`config.mk`:
```
export PLATFORM = sky130hd
export DESIGN_NAME = mem_arbiter
export DESIGN_NICKNAME = d
export VERILOG_FILES = /design/src/rtl/mem_arbiter.sv
export SDC_FILE = /design/constraint.sdc
export NUM_CORES = 1
export LEC_CHECK = 0
export ABC_AREA = 0
export BUFFER_PORTS_ARGS = -buffer_cell sky130_fd_sc_hd__buf_2
export CAP_MARGIN = 25
export CELL_PAD_IN_SITES_DETAIL_PLACEMENT = 2
export CELL_PAD_IN_SITES_GLOBAL_PLACEMENT = 2
export CORE_ASPECT_RATIO = 0.6
export CORE_MARGIN = 2
export CORE_UTILIZATION = 25
export DETAILED_ROUTE_END_ITERATION = 10
export GPL_ROUTABILITY_DRIVEN = 0
export PLACE_DENSITY_LB_ADDON = 0.1
export SLEW_MARGIN = 20
export SYNTH_ARGS = -nofsm -noshare
export SYNTH_HDL_FRONTEND = slang
export SYNTH_SLANG_ARGS = --single-unit
```
`constraint.sdc`:
```
create_clock -name clk_i -period 3.3 [get_ports clk_i]
set_input_delay 0.165 -clock clk_i [delete_from_list [all_inputs] [get_ports clk_i]]
set_output_delay 0.165 -clock clk_i [all_outputs]
set_load 0.03 [all_outputs]
```
`src/rtl/mem_arbiter.sv`:
```
// Two-port arbiter in front of a single-port data memory: port A (CPU) and port B (debug/DMA)
// share the memory with round-robin ties, a bounded B burst lock and per-port grant counters.
module mem_arbiter #(
  parameter int unsigned MAX_LOCK = 8
) (
  input  logic        clk_i,
  input  logic        rst_i,
  input  logic        a_req_i,
  input  logic        a_we_i,
  input  logic [15:0] a_addr_i,
  input  logic [15:0] a_wdata_i,
  output logic        a_gnt_o,
  output logic        a_rvalid_o,
  output logic [15:0] a_rdata_o,
  input  logic        b_req_i,
  input  logic        b_we_i,
  input  logic        b_lock_i,
  input  logic [15:0] b_addr_i,
  input  logic [15:0] b_wdata_i,
  output logic        b_gnt_o,
  output logic        b_rvalid_o,
  output logic [15:0] b_rdata_o,
  output logic        mem_we_o,
  output logic [15:0] mem_addr_o,
  output logic [15:0] mem_wdata_o,
  input  logic [15:0] mem_rdata_i,
  input  logic        cnt_clr_i,
  output logic [15:0] a_cnt_o,
  output logic [15:0] b_cnt_o
);

  localparam logic [7:0] MaxLock = 8'(MAX_LOCK);

  typedef enum logic {
    PortA = 1'b0,
    PortB = 1'b1
  } port_e;

  port_e       lastGnt_q, lastGnt_d;
  logic [7:0]  lockCnt_q, lockCnt_d;
  logic        aRvalid_q, aRvalid_d, bRvalid_q, bRvalid_d;
  logic [15:0] aRdata_q, aRdata_d, bRdata_q, bRdata_d;
  logic [15:0] aCnt_q, aCnt_d, bCnt_q, bCnt_d;
  logic        aGnt, bGnt, lockActive;

  // A nonzero lockCnt_q implies the previous cycle was a locked B grant.
  always_comb begin
    aGnt       = 1'b0;
    bGnt       = 1'b0;
    lockActive = (lastGnt_q == PortB) && (lockCnt_q != 8'd0) && (lockCnt_q < MaxLock);
    if (!rst_i) begin
      if (a_req_i && b_req_i) begin
        if (lockActive)              bGnt = 1'b1;
        else if (lastGnt_q == PortB) aGnt = 1'b1;
        else                         bGnt = 1'b1;
      end else if (a_req_i) begin
        aGnt = 1'b1;
      end else if (b_req_i) begin
        bGnt = 1'b1;
      end
    end
  end

  always_comb begin
    mem_we_o    = 1'b0;
    mem_addr_o  = 16'h0000;
    mem_wdata_o = 16'h0000;
    if (aGnt) begin
      mem_we_o    = a_we_i;
      mem_addr_o  = a_addr_i;
      mem_wdata_o = a_wdata_i;
    end else if (bGnt) begin
      mem_we_o    = b_we_i;
      mem_addr_o  = b_addr_i;
      mem_wdata_o = b_wdata_i;
    end
  end

  always_comb begin
    lastGnt_d = lastGnt_q;
    if (aGnt)      lastGnt_d = PortA;
    else if (bGnt) lastGnt_d = PortB;

    lockCnt_d = 8'd0;
    if (bGnt && b_lock_i) lockCnt_d = (lockCnt_q == 8'hFF) ? 8'hFF : lockCnt_q + 8'd1;

    aRvalid_d = aGnt && !a_we_i;
    bRvalid_d = bGnt && !b_we_i;
    aRdata_d  = aRvalid_d ? mem_rdata_i : aRdata_q;
    bRdata_d  = bRvalid_d ? mem_rdata_i : bRdata_q;

    aCnt_d = aCnt_q;
    bCnt_d = bCnt_q;
    if (cnt_clr_i) begin
      aCnt_d = 16'h0000;
      bCnt_d = 16'h0000;
    end else begin
      if (aGnt && aCnt_q != 16'hFFFF) aCnt_d = aCnt_q + 16'd1;
      if (bGnt && bCnt_q != 16'hFFFF) bCnt_d = bCnt_q + 16'd1;
    end
  end

  always_ff @(posedge clk_i) begin
    if (rst_i) begin
      lastGnt_q <= PortB;
      lockCnt_q <= 8'd0;
      aRvalid_q <= 1'b0;
      bRvalid_q <= 1'b0;
      aRdata_q  <= 16'h0000;
      bRdata_q  <= 16'h0000;
      aCnt_q    <= 16'h0000;
      bCnt_q    <= 16'h0000;
    end else begin
      lastGnt_q <= lastGnt_d;
      lockCnt_q <= lockCnt_d;
      aRvalid_q <= aRvalid_d;
      bRvalid_q <= bRvalid_d;
      aRdata_q  <= aRdata_d;
      bRdata_q  <= bRdata_d;
      aCnt_q    <= aCnt_d;
      bCnt_q    <= bCnt_d;
    end
  end

  // Read responses are masked while reset is held so a read granted just before reset never surfaces.
  assign a_gnt_o    = aGnt;
  assign b_gnt_o    = bGnt;
  assign a_rvalid_o = aRvalid_q && !rst_i;
  assign b_rvalid_o = bRvalid_q && !rst_i;
  assign a_rdata_o  = rst_i ? 16'h0000 : aRdata_q;
  assign b_rdata_o  = rst_i ? 16'h0000 : bRdata_q;
  assign a_cnt_o    = aCnt_q;
  assign b_cnt_o    = bCnt_q;

endmodule

```
-- Word level (Yosys, flattened, before mapping)
Index checks and enable logic that the tools add are counted.
- bits of input ports: 88
- output and inout port bits: 101
- register bits: 75
- word-level logic and storage cells: 55
- reduce and logical (&&, ||, !) cells: 17
- eq/ne operators: 3
- muxes and demuxes: 22
- order comparisons: 1
- bitwise gates (word level): 1
- add/sub/neg operators: 3
- operator list (cell ; count):
    $mux W16 ; 6
    $add A16 B1 Y16 const B ; 2
    $ne A16 B16 Y1 const B ; 2
    $mux W1 ; 15
    $logic_and A1 B1 Y1 ; 10
    $add A8 B1 Y8 const B ; 1
    $eq A8 B8 Y1 const B ; 1
    $lt A8 B4 Y1 const B ; 1
    $mux W8 ; 1
    $reduce_bool A8 Y1 ; 1
    $reduce_or A2 Y1 ; 2
    $logic_not A1 Y1 ; 3
    $reduce_bool A2 Y1 ; 1
    $not A1 Y1 ; 1

-- Depth between registers and ports, before layout
- depth in word-level cells: 9
- gate-level depth with buffers: 10
- depth with buffers taken out: 8

-- Worst setup path after synthesis
OpenSTA, ideal clock, no wires.
- kind: register to output
- start point: register lockCnt_q[0]
- end point: output port mem_addr_o[10]
- data required time: 3135 ps
- path buffers: 2
- cell stages (with the launch flop): 9
- arrival time: 2375 ps
- slack: 760 ps
- cells stage by stage: dfxtp_1 -> inv_1 -> ha_1 -> nor2b_1 -> o311a_4 -> nor2_1 -> clkbuf_1 -> clkbuf_1 -> a22o_1
- cells in the longest elaborated chain, start to end: 8
- elaborated cells between the ends (all ways): 12
- classes of those cells: 1 x order compare; 8 x mux; 3 x reduce/logical
- RTL lines (what ; RTL line ; text):
    start, declared ; 40 ; logic [7:0] lockCnt_q, lockCnt_d;
    start signal, assigned ; 115 ; lockCnt_q <= lockCnt_d;
    branches (longest 2 deep; another with $lt A8 B4 Y1) ; -- ;
    $logic_and A1 B1 Y1 (*) ; 50 ; lockActive = (lastGnt_q == PortB) && (lockCnt_q != 8'd0) && (lockCnt_q < MaxLock);
    $mux W1 (*) ; 53 ; if (lockActive) bGnt = 1'b1;
    $mux W1 (*) ; 52 ; if (a_req_i && b_req_i) begin
    $mux W1 (*) ; 51 ; if (!rst_i) begin
    net b_gnt_o ; 20 ; output logic b_gnt_o,
    $mux W16 (*) ; 72 ; end else if (bGnt) begin
    $mux W16 (*) ; 68 ; if (aGnt) begin
    end, declared ; 24 ; output logic [15:0] mem_addr_o,
Mark *: on every way through the listed nets, which the timed path passes.

-- Worst setup path in the final report
- start point: register lockCnt_q[0]
- end point: output port mem_wdata_o[7]
- cells in the longest elaborated chain, start to end: 8
- elaborated cells between the ends (all ways): 12
- classes of those cells: 1 x order compare; 8 x mux; 3 x reduce/logical
- RTL lines (what ; RTL line ; text):
    branches (longest 2 deep; another with $lt A8 B4 Y1) ; -- ;
    $logic_and A1 B1 Y1 (*) ; 50 ;
    $mux W1 ; 53 ;
    $mux W1 ; 52 ;
    $mux W1 ; 51 ;
    $mux W16 ; 72 ;
    $mux W16 (*) ; 68 ;
    end, declared ; 25 ; output logic [15:0] mem_wdata_o,
Every way passes the cells marked *.

==> impl_results.md <==
* Post-synth EDFFs at 0
* HPWL Detailed at around 12 mm
* Worst Path Required at about 3.1 ns
* Die H at about 99 um
* Net Switching at 0.6525 mW
* FF+latch count, synth at between 70 and 80
* Final wirelength at between 15 and 20 mm
* Share of layout cells above drive strength 1 at 0.4056
* # IOs at 189
* Final setup vio count at 0
* DR WL/cell at around 19 um
* Worst slew pin tran at 0.7143 ns
* Clock group share of total power at 0.445
* Core Region at around 15,000 sq um
* Clock Latency Late Sink at ~0.34 ns
* DR pass1 iterations at 4
* Worst-path clk slew at approximately 0.070 ns
* Post-route ant nets at 0
* # hold bufs at CTS at 0
* Min-delay worst type: primary input to register
* Final setup TNS at 0 ns
* Grt ovf at 0
* Max IR drop VDD at between 200 and 250 uV
* Largest net degree at the start of global routing at 40
* Fillers at 1,705
* CTS Buf Count at 9
* Yosys warning count at 0
* Power Density at 436.4 nW/um^2
* Worst-path fanout max at 35
* Max Cap Viol at 0
* Initial Util at 0.2589
* Initial antenna violation count at 2
* RSZ-0062 raised after global routing: no
* Clk buf depth at 2
* Net Sw Frac at 0.2830
* Arr. time, crit path at around 2.8 ns
* Final min period at between 2 and 3 ns
* Post-Syn Area at around 3800 sq um
* Sequential cell area fraction in the yosys report at 0.3963
* Part of the cycle the worst path needs at 0.8970
* Asr flop ratio synth at 0
* Max-slew violations at 0
* Syn Inst Count at 422
* Max-slew headroom at 0.5229
* Ys flop type: dfxtp_1
* Total track usage at 0.1905
* Site row count at 34
* Placed Cells at 791
* Total Nets Final at approximately 700
* Final Util at 0.3610
* First DRT Iteration DRCs at 127
* Layout Skew at 0.009408 ns
* Final std cells w/o fill at just over 800
* Die Width at between 150 and 200 um
* Status: finished clean
* Setup bufs post-CTS at 0
* Syn Nets at ~510
* Distinct cells, synth at 52
* Synth-to-layout area growth at 39.43%
* Internal power at between 1.5 and 2 mW
* Root buffer cell: clkbuf_16
* Htree depth at 3
* CTS tree: yes
* Via count at about 4,000
* I/O Buffers at between 150 and 200
* Setup slack, reg-to-reg at between 0.6 and 0.7 ns
* Vias/cell at roughly 5.0
* Total Power at roughly 2.3 mW
* P_leak at around 2.4 nW
* Crit start category: register
* F_max at approximately 0.34 GHz
* First-pass GRT wire length at around 24 mm
* Worst Setup End Kind: output port
* Synthesized area per cell at roughly 9 sq um
* CTS Sinks at 75
* ANT cells at 0
* Sequential Power Share at 0.405
* Setup CP Type: register to output port
* Hold Vio Cnt, Final at 0
* DRC violation count after routing at 0
* Die area at 16,190 sq um
* Vias in the first global route at between 4,000 and 5,000
* Hold WS at around 0.08 ns
* Comb power frac at 0.150
[synth_stat cells (2+ instances only)]
cell type / n / area, sq um
dfxtp_1: 75 / 1501
nor2_1: 40 / 150.1
nor2b_1: 36 / 225.2
a22o_1: 33 / 289.0
nand2_1: 25 / 93.84
a21oi_1: 22 / 110.1
mux2i_1: 19 / 190.2
clkbuf_1: 17 / 63.81
mux2_2: 16 / 180.2
nand3_1: 13 / 65.06
nor3_1: 12 / 60.06
and3_1: 8 / 50.05
nand4_1: 8 / 50.05
o21ai_0: 7 / 35.03
a31oi_1: 6 / 37.54
inv_1: 6 / 22.52
or3_1: 6 / 37.54
xnor2_1: 6 / 52.55
a211oi_1: 5 / 37.54
o31ai_1: 5 / 37.54
or2_2: 5 / 31.28
a31o_2: 4 / 35.03
a41o_1: 4 / 40.04
ha_1: 4 / 50.05
or4_1: 4 / 30.03
and2_1: 3 / 18.77
buf_2: 3 / 15.01
nand2b_1: 3 / 18.77
buf_1: 2 / 7.510
o41ai_1: 2 / 17.52
or3_4: 2 / 22.52
[critical path, cell delays in order (launching register included)]
cell and delay (ns):
dfxtp_1 0.38, inv_1 0.06, ha_1 0.20, nor2b_1 0.18, o31ai_4 0.38, a21o_1 0.38
inv_1 0.21, buf_12 0.21, a22o_1 0.25, buf_2 0.18
[sequential cells by signal (all words and copies together), names as in the netlist]
register and flops:
aRdata_q 16, aRvalid_q 1, a_cnt_o 16, bRdata_q 16, bRvalid_q 1, b_cnt_o 16, lastGnt_q 1, lockCnt_q 8
[placed cells by master, fill, tap and decap left out, types with 9 or more instances in the layout]
| cell type | count |
|---|---|
| nand2_1 | 25 |
| nor2_1 | 39 |
| dfxtp_1 | 75 |
| clkbuf_16 | 9 |
| buf_2 | 188 |
| mux2_2 | 16 |
| a21oi_1 | 22 |
| mux2i_1 | 19 |
| a22o_1 | 33 |
| nor3_1 | 12 |
| nor2b_1 | 36 |
| nand3_1 | 13 |
[repair_timing]
item	in CTS	in global routing
setup endpoints to repair	33	26
resized for setup	1	1
hold endpoints to repair	0	0
[worst paths after layout]
check | from | endpoint | cells past startpoint
min | mem_rdata_i[11] | bRdata_q[11] | 2
max reg2reg | lockCnt_q[0] | lockCnt_q[6] | 8
max | lockCnt_q[0] | mem_wdata_o[7] | 9
min reg2reg | aRdata_q[8] | aRdata_q[8] | 2
[area by class of cell]
class | instances | area (sq um) | share of cell area
clock buffers | 9 | 225.2 | 0.04263
clock inverters | 7 | 78.83 | 0.01492
well taps | 198 | 247.7 | 0.04690
repair buffers | 194 | 1011 | 0.1914
inverters | 6 | 22.52 | 0.004263
multi-input cells | 318 | 2196 | 0.4157
flip-flops and latches | 75 | 1501 | 0.2842
[kinds of logic after synthesis]
group | Yosys count | synth area share
and+or+nand+nor | 176 | 0.2526
AOI/OAI and AO/OA | 96 | 0.1922
DFF | 75 | 0.3963
muxes | 35 | 0.09775
buffers and inverters | 29 | 0.03170
xor gates and xnor gates | 7 | 0.01618
adders and majority gates | 4 | 0.01321
[metal layers]
layer  vias up  share of wire  global-route usage
li1       1920              -                   -
met1      1974           0.46              0.2418
met2       122           0.45              0.3162
met3        10          0.078             0.06797
met4         2         0.0062             0.03404
met5         -        0.00098                   0
[per-stage QoR]
stage | worst slack [ns] | cell area (sq um)
floorplan | 0.7600 | 3789
finish | 0.3398 | 5283
detailed placement | 0.3774 | 4965
global placement | 0.5144 | 4965
global route | 0.1385 | 5283
CTS | 0.1967 | 5274
[power groups by stage]
stage	logic [mW]	clock network, mW	registers (mW)
final	0.345	1.03	0.934
after global routing	0.370	1.11	0.936
after CTS	0.350	1.06	0.933
after detailed placement	0.347	0	0.954
after global placement	0.341	0	0.953
after floorplan	0.202	0	0.953
Power figures use the tool's default switching activity.
